==> config.mk <==
export PLATFORM = sky130hd
export DESIGN_NAME = din_syn_sequencer
export DESIGN_NICKNAME = d
export VERILOG_FILES = /design/src/rtl/din_syn_pkg.sv /design/src/rtl/sync_2ff.sv /design/src/rtl/din_syn_sequencer.sv
export SDC_FILE = /design/constraint.sdc
export NUM_CORES = 1
export LEC_CHECK = 0
export ABC_AREA = 1
export CAP_MARGIN = 25
export CORE_MARGIN = 2
export CORE_UTILIZATION = 57
export DETAILED_ROUTE_END_ITERATION = 10
export PLACE_DENSITY = 0.83
export SLEW_MARGIN = 30
export SYNTH_ARGS = -nofsm -noshare
export SYNTH_HDL_FRONTEND = slang
export SYNTH_SLANG_ARGS = --single-unit
==> constraint.sdc <==
create_clock -name clk_in -period 2.8 [get_ports clk_in]
set_input_delay 0.56 -clock clk_in [delete_from_list [all_inputs] [get_ports clk_in]]
set_output_delay 0.56 -clock clk_in [all_outputs]
set_load 0.02 [all_outputs]
==> src/rtl/din_syn_pkg.sv <==
// rtl/din_syn_pkg.sv - shared states, clr_mode codes and frame constants for the din/syn sequencer
package din_syn_pkg;

  typedef enum logic [2:0] {
    S_IDLE,
    S_SETUP,
    S_TRIG,
    S_WAIT_ACK,
    S_WAIT_DONE,
    S_GAP,
    S_FINISH
  } seq_state_e;

  localparam logic [1:0] CLR_NORMAL = 2'b00;
  localparam logic [1:0] CLR_ONES   = 2'b01;
  localparam logic [1:0] CLR_ZEROS  = 2'b11;

  // Shifter frame payload length; a full frame takes FRAME_BITS+2 cycles.
  localparam int FRAME_BITS = 490;

  // Power of two comfortably above a whole frame (2048 for 490 bits).
  localparam int DEFAULT_TIMEOUT = 1 << $clog2(4 * FRAME_BITS);

  // Only 01 selects all-ones blanking; every other code blanks to zeros.
  function automatic logic [1:0] blank_norm(input logic [1:0] mode);
    return (mode == CLR_ONES) ? CLR_ONES : CLR_ZEROS;
  endfunction

  // States in which the frame's clr_mode must be presented to the shifter.
  function automatic logic in_frame(input seq_state_e st);
    return (st == S_SETUP) || (st == S_TRIG) || (st == S_WAIT_ACK) || (st == S_WAIT_DONE);
  endfunction

endpackage

==> src/rtl/sync_2ff.sv <==
// rtl/sync_2ff.sv - generic two-flop synchroniser with asynchronous active-high reset
module sync_2ff #(
  parameter int WIDTH = 1
) (
  input  logic             clk,
  input  logic             rst,
  input  logic [WIDTH-1:0] d,
  output logic [WIDTH-1:0] q
);

  logic [WIDTH-1:0] meta;

  // Two-stage capture of an asynchronous level into the clk domain.
  always_ff @(posedge clk or posedge rst) begin
    if (rst) begin
      meta <= '0;
      q    <= '0;
    end else begin
      meta <= d;
      q    <= meta;
    end
  end

endmodule

==> src/rtl/din_syn_sequencer.sv <==
// rtl/din_syn_sequencer.sv - frame scheduler driving the serial pattern shifter trig/clr_mode
module din_syn_sequencer
  import din_syn_pkg::*;
#(
  parameter int TRIG_W  = 4,
  parameter int TIMEOUT = DEFAULT_TIMEOUT,
  parameter int CNT_W   = 8,
  parameter int GAP_W   = 16
) (
  input  logic             clk_in,
  input  logic             dump,
  input  logic             start,
  input  logic             abort,
  input  logic             clr_first,
  input  logic [1:0]       blank_mode,
  input  logic [CNT_W-1:0] repeat_cnt,
  input  logic [GAP_W-1:0] gap_cycles,
  input  logic             shf_out_en,
  output logic             trig,
  output logic [1:0]       clr_mode,
  output logic             busy,
  output logic             done,
  output logic             err_timeout,
  output logic [CNT_W-1:0] frames_sent
);

  localparam int TW = $clog2(TIMEOUT + 1);
  localparam logic [TW-1:0] TMO_LAST  = TW'(TIMEOUT - 1);
  localparam logic [TW-1:0] TRIG_LAST = TW'(TRIG_W - 1);

  seq_state_e       state, next_state;
  logic             out_en_s;
  logic             is_blank, next_blank;
  logic [1:0]       bmode_q, next_bmode, next_clr;
  logic [CNT_W-1:0] rem_q;
  logic [GAP_W-1:0] gap_q, gcnt;
  logic [TW-1:0]    tcnt;
  logic             accept, frame_end, tmo_hit;

  sync_2ff #(.WIDTH(1)) u_out_en_sync (
    .clk (clk_in),
    .rst (dump),
    .d   (shf_out_en),
    .q   (out_en_s)
  );

  // Next-state decode: abort dominates, then frame progress, then timeout.
  always_comb begin
    next_state = state;
    accept     = 1'b0;
    frame_end  = 1'b0;
    tmo_hit    = 1'b0;
    if (abort) begin
      next_state = S_IDLE;
    end else begin
      case (state)
        S_IDLE: begin
          if (start) begin
            accept     = 1'b1;
            next_state = S_SETUP;
          end
        end
        S_SETUP: next_state = S_TRIG;
        S_TRIG: begin
          if (tcnt == TMO_LAST) begin
            tmo_hit = 1'b1;
          end else if (tcnt == TRIG_LAST) begin
            // A fast shifter may already be running; skip the ack wait then.
            next_state = out_en_s ? S_WAIT_DONE : S_WAIT_ACK;
          end
        end
        S_WAIT_ACK: begin
          if (out_en_s) begin
            next_state = S_WAIT_DONE;
          end else if (tcnt == TMO_LAST) begin
            tmo_hit = 1'b1;
          end
        end
        S_WAIT_DONE: begin
          if (!out_en_s) begin
            frame_end = 1'b1;
            if (!is_blank && rem_q == '0) begin
              next_state = S_FINISH;
            end else if (gap_q == '0) begin
              next_state = S_SETUP;
            end else begin
              next_state = S_GAP;
            end
          end else if (tcnt == TMO_LAST) begin
            tmo_hit = 1'b1;
          end
        end
        S_GAP: begin
          if (gcnt == gap_q - GAP_W'(1)) begin
            next_state = S_SETUP;
          end
        end
        S_FINISH: next_state = S_IDLE;
        default:  next_state = S_IDLE;
      endcase
      if (tmo_hit) begin
        next_state = S_IDLE;
      end
    end
    // Every frame after the first completed one is a data frame.
    next_blank = accept ? clr_first : (frame_end ? 1'b0 : is_blank);
    next_bmode = accept ? blank_norm(blank_mode) : bmode_q;
    next_clr   = CLR_NORMAL;
    if (in_frame(next_state) && next_blank) begin
      next_clr = next_bmode;
    end
  end

  // State, counters and registered outputs, all decoded from next_state.
  always_ff @(posedge clk_in or posedge dump) begin
    if (dump) begin
      state       <= S_IDLE;
      trig        <= 1'b0;
      clr_mode    <= CLR_NORMAL;
      busy        <= 1'b0;
      done        <= 1'b0;
      err_timeout <= 1'b0;
      frames_sent <= '0;
      is_blank    <= 1'b0;
      bmode_q     <= CLR_NORMAL;
      rem_q       <= '0;
      gap_q       <= '0;
      tcnt        <= '0;
      gcnt        <= '0;
    end else begin
      state    <= next_state;
      trig     <= (next_state == S_TRIG);
      clr_mode <= next_clr;
      busy     <= (next_state != S_IDLE);
      done     <= (next_state == S_FINISH);
      is_blank <= next_blank;
      bmode_q  <= next_bmode;

      if (accept) begin
        rem_q       <= repeat_cnt;
        gap_q       <= gap_cycles;
        frames_sent <= '0;
        err_timeout <= 1'b0;
      end
      if (frame_end && !is_blank) begin
        frames_sent <= frames_sent + CNT_W'(1);
        if (rem_q != '0) begin
          rem_q <= rem_q - CNT_W'(1);
        end
      end
      if (tmo_hit) begin
        err_timeout <= 1'b1;
      end

      // Timeout/trig-width counter runs from trig rise until the frame ends.
      if ((state == S_TRIG || state == S_WAIT_ACK || state == S_WAIT_DONE) &&
          (next_state == S_TRIG || next_state == S_WAIT_ACK || next_state == S_WAIT_DONE)) begin
        tcnt <= tcnt + TW'(1);
      end else begin
        tcnt <= '0;
      end

      if (state == S_GAP && next_state == S_GAP) begin
        gcnt <= gcnt + GAP_W'(1);
      end else begin
        gcnt <= '0;
      end
    end
  end

endmodule

==> reports/results.ini <==
[cts]
worstSkewPairLatency_ns = 0.35
cts_root_buffer = clkbuf_8
cts_tree = built
htreeDepth = 3
clkTransAtPathRegs_ns = 0.07
cts_hold_buf = 0
clkSinkCount = 74
cts_resized = 0
clock_path_buffers = 2
numCtsBuffers = 9
postCtsSetupRepairBufs = 0

[power]
p_seq_share_pct = 44.2
p_int_mw = 2.01
clkPwrFrac_pct = 34.0
p_per_area_mw_per_mm2 = 559
total_power_mw = 2.88
pwr-share-comb_pct = 21.8
switching_share_pct = 30.3
netSwitchingPower_mw = 0.873
peakVddDrop_mv = 0.299
leakagePower_nw = 2.29

[timing]
min_period_ns = 2.42
report.final.slew_viol_count = 0
clock_skew_ns = 0.00977
hold_slack_ns = 0.370
final_hold_viol_count = 0
fin_crit_sh_pct = 86.5
final.setup.tns_ns = 0
relSlewSlack_pct = 71.9
setup_ws_ns = 0.379
fmax_ghz = 0.413
rsz0062_at_grt = no
finalSetupViolCount = 0
worst_slew_pin_slew_ns = 0.421

[logic_synthesis]
yosys_warnings = 0
synth_ff_type = dfrtp_1
synth_area_per_cell_sq_um = 7.79
synth_cell_types = 35
synthesis.area_sq_mm = 0.00436
synthCells = 560
ys_seq_area_share_pct = 42.5
syn-num-nets = 597
ys_ff_latch = 74
async_reset_ff_share_pct = 100
synth_edf_count = 0

[route]
met3_length_um = 509
vias_per_cell = 5.14
wl_per_cell_um = 12.6
firstDrtPassIters = 5
routed_wl_um = 9020
wl_met1_um = 4170
drtIter0Drc = 261
wl_met2_um = 4220
maxUsedRoutingLayer = met4
ant_nets = 0
drcViolationCount = 0
vias = 3673

[worst_setup_path]
endpoint_kind = register
rr_startpoint = gap_q[0]
path_class = reg -> reg
crit_path_max_incr_delay_ns = 0.41
reg2reg_depth = 17
crit_fanout = 16
r2r_slack_ns = 0.38
cp-start-kind = register
timing.rr.end = gcnt[1]
worst_path_max_delay_cell = dfrtp_1
cp_cell_sequence = inv_1 -> ha_1 -> nand2_2 -> nor2_4 -> nand3_1 -> nand2_1 -> nand2_1 -> nor2_1 -> nand2_1 -> nor2_1 -> nand2_1 -> nand2_1 -> nand2_2 -> nand2_2 -> inv_2 -> nand3_4 -> nor2_1
cp.arrival_ns = 2.64
cp.required_ns = 3.02
path_common_cell = nand2_1
cp-startpoint = gap_q[0]

[die]
fp.dieW_um = 91.5
pin_count = 46
rows = 31
start_util_pct = 59.5
die_area_sq_mm = 0.00837
coreArea_sq_mm = 0.00733
die_h_um = 91.5

[cells_and_area]
seq_area_sq_mm = 0.00185
post-route-cell-area_sq_mm = 0.00515
nFillCells = 543
syn2layout_area_growth_pct = 18.1
antenna_cells = 0
multi_input_area_sq_mm = 0.00216
final_common_cell = nand2_1
final_layout_size_suffix_gt1_share_pct = 14.4
final_cell_mix = 139 x nand2_1, 74 x dfrtp_1, 61 x nor2_1, 60 x inv_1, 45 x clkdlybuf4s50_1
finalNetCount = 648

[hold_path]
min_path_type = reg -> reg
holdPathStages = 0
hp-start = u_out_en_sync.meta
holdPathEnd = u_out_en_sync.q

[run]
drv_cap = 0

[placed_design]
port_buffers = 45
place_area_sq_mm = 0.00491
post-dp-hpwl_um = 6560
finalWeightedCongestion = 0.926
pre_cts_ws_ns = 0.424

[global_routing]
grt_pass1_vias = 3643
antenna_found_initial = 0
grt_first_pass_wirelength_um = 15800
grt_max_degree = 75
grt_usage_pct = 23.2
gr-total-overflow = 0

[status]
run_status = complete, no violations

-- power groups by stage --
stage          clock network (mW)  registers [mW]  logic (mW)
2_1_floorplan                   0            1.27       0.457
3_3_place_gp                    0            1.29       0.606
3_5_place_dp                    0            1.29       0.621
4_1_cts                     0.990            1.27       0.628
5_1_grt                      1.05            1.29       0.717
6_report                    0.980            1.27       0.628
-- metrics by stage --
step | cells | util (%)
3_5_place_dp | 699 | 67.0
4_1_cts | 715 | 70.2
3_3_place_gp | 699 | 67.0
5_1_grt | 715 | 70.2
2_1_floorplan | 560 | -
6_report | 715 | 70.2
-- critical path, delay by kind of cell, from the launching register on --
kind          cells  cell delay [ns]
fa+ha+maj         1             0.24
buf+inv           2             0.16
flops             1             0.41
simple gates     14             1.49
-- routing by layer --
metal / track usage (%) / up-vias
met5: 0 / -
met4: 6.94 / 0
met3: 4.15 / 10
met2: 38.1 / 100
met1: 31.5 / 1708
li1: - / 1855
-- cells in the mapped netlist (2+ instances only) --
library cell	instances	area share [%]
a21oi_1	8	0.92
a31oi_1	3	0.43
clkbuf_1	5	0.43
dfrtp_1	74	42
ha_1	5	1.4
inv_1	61	5.3
inv_2	17	1.5
nand2_1	139	12
nand2_2	10	1.4
nand3_1	31	3.6
nand3b_1	2	0.34
nand4_1	7	1.0
nor2_1	62	5.3
nor2_2	16	2.3
nor2_4	21	5.4
nor3_1	7	0.80
nor3_2	2	0.46
o211ai_1	3	0.52
o21ai_0	35	4.0
o21ai_1	7	0.80
o22ai_1	2	0.29
xnor2_1	8	1.6
xor2_1	23	4.6
-- worst max path at each step --
stage / to / slack, ns
global placement: gcnt[0] / 0.46
global route: gcnt[0] / 0.02
floorplan: bmode_q[0] / 0.36
CTS: gcnt[0] / 0.38
detailed placement: gcnt[4] / 0.42
finish: gcnt[1] / 0.38
-- state kept, by name, summed over array words and instances, names as in the netlist --
register            flops
frames_sent             8
busy                    1
bmode_q                 2
trig                    1
u_out_en_sync.meta      1
gcnt                   16
is_blank                1
tcnt                   12
err_timeout             1
state                   3
gap_q                  16
done                    1
clr_mode                2
rem_q                   8
u_out_en_sync.q         1
-- area by class of cell --
| class | count | share of cell area [%] |
|---|---|---|
| Sequential cell | 74 | 36.0 |
| Multi-Input combinational cell | 400 | 42.0 |
| Tap cell | 99 | 2.41 |
| Clock buffer | 11 | 2.55 |
| Clock inverter | 5 | 1.99 |
| Inverter | 79 | 5.81 |
| Timing Repair Buffer | 47 | 9.28 |
-- cell families (layout without fill, tap and decap cells) --
group	after synthesis	in the layout	synth area share, %
AO/OA/AOI/OAI	62	62	7.78
XOR/XNOR	32	32	6.77
adder cells (fa/ha/maj)	5	5	1.43
buffers and inverters	86	142	8.01
flip-flops	74	74	42.5
AND/OR/NAND/NOR	301	301	33.5
No activity file was read; power rests on OpenSTA's default activity.
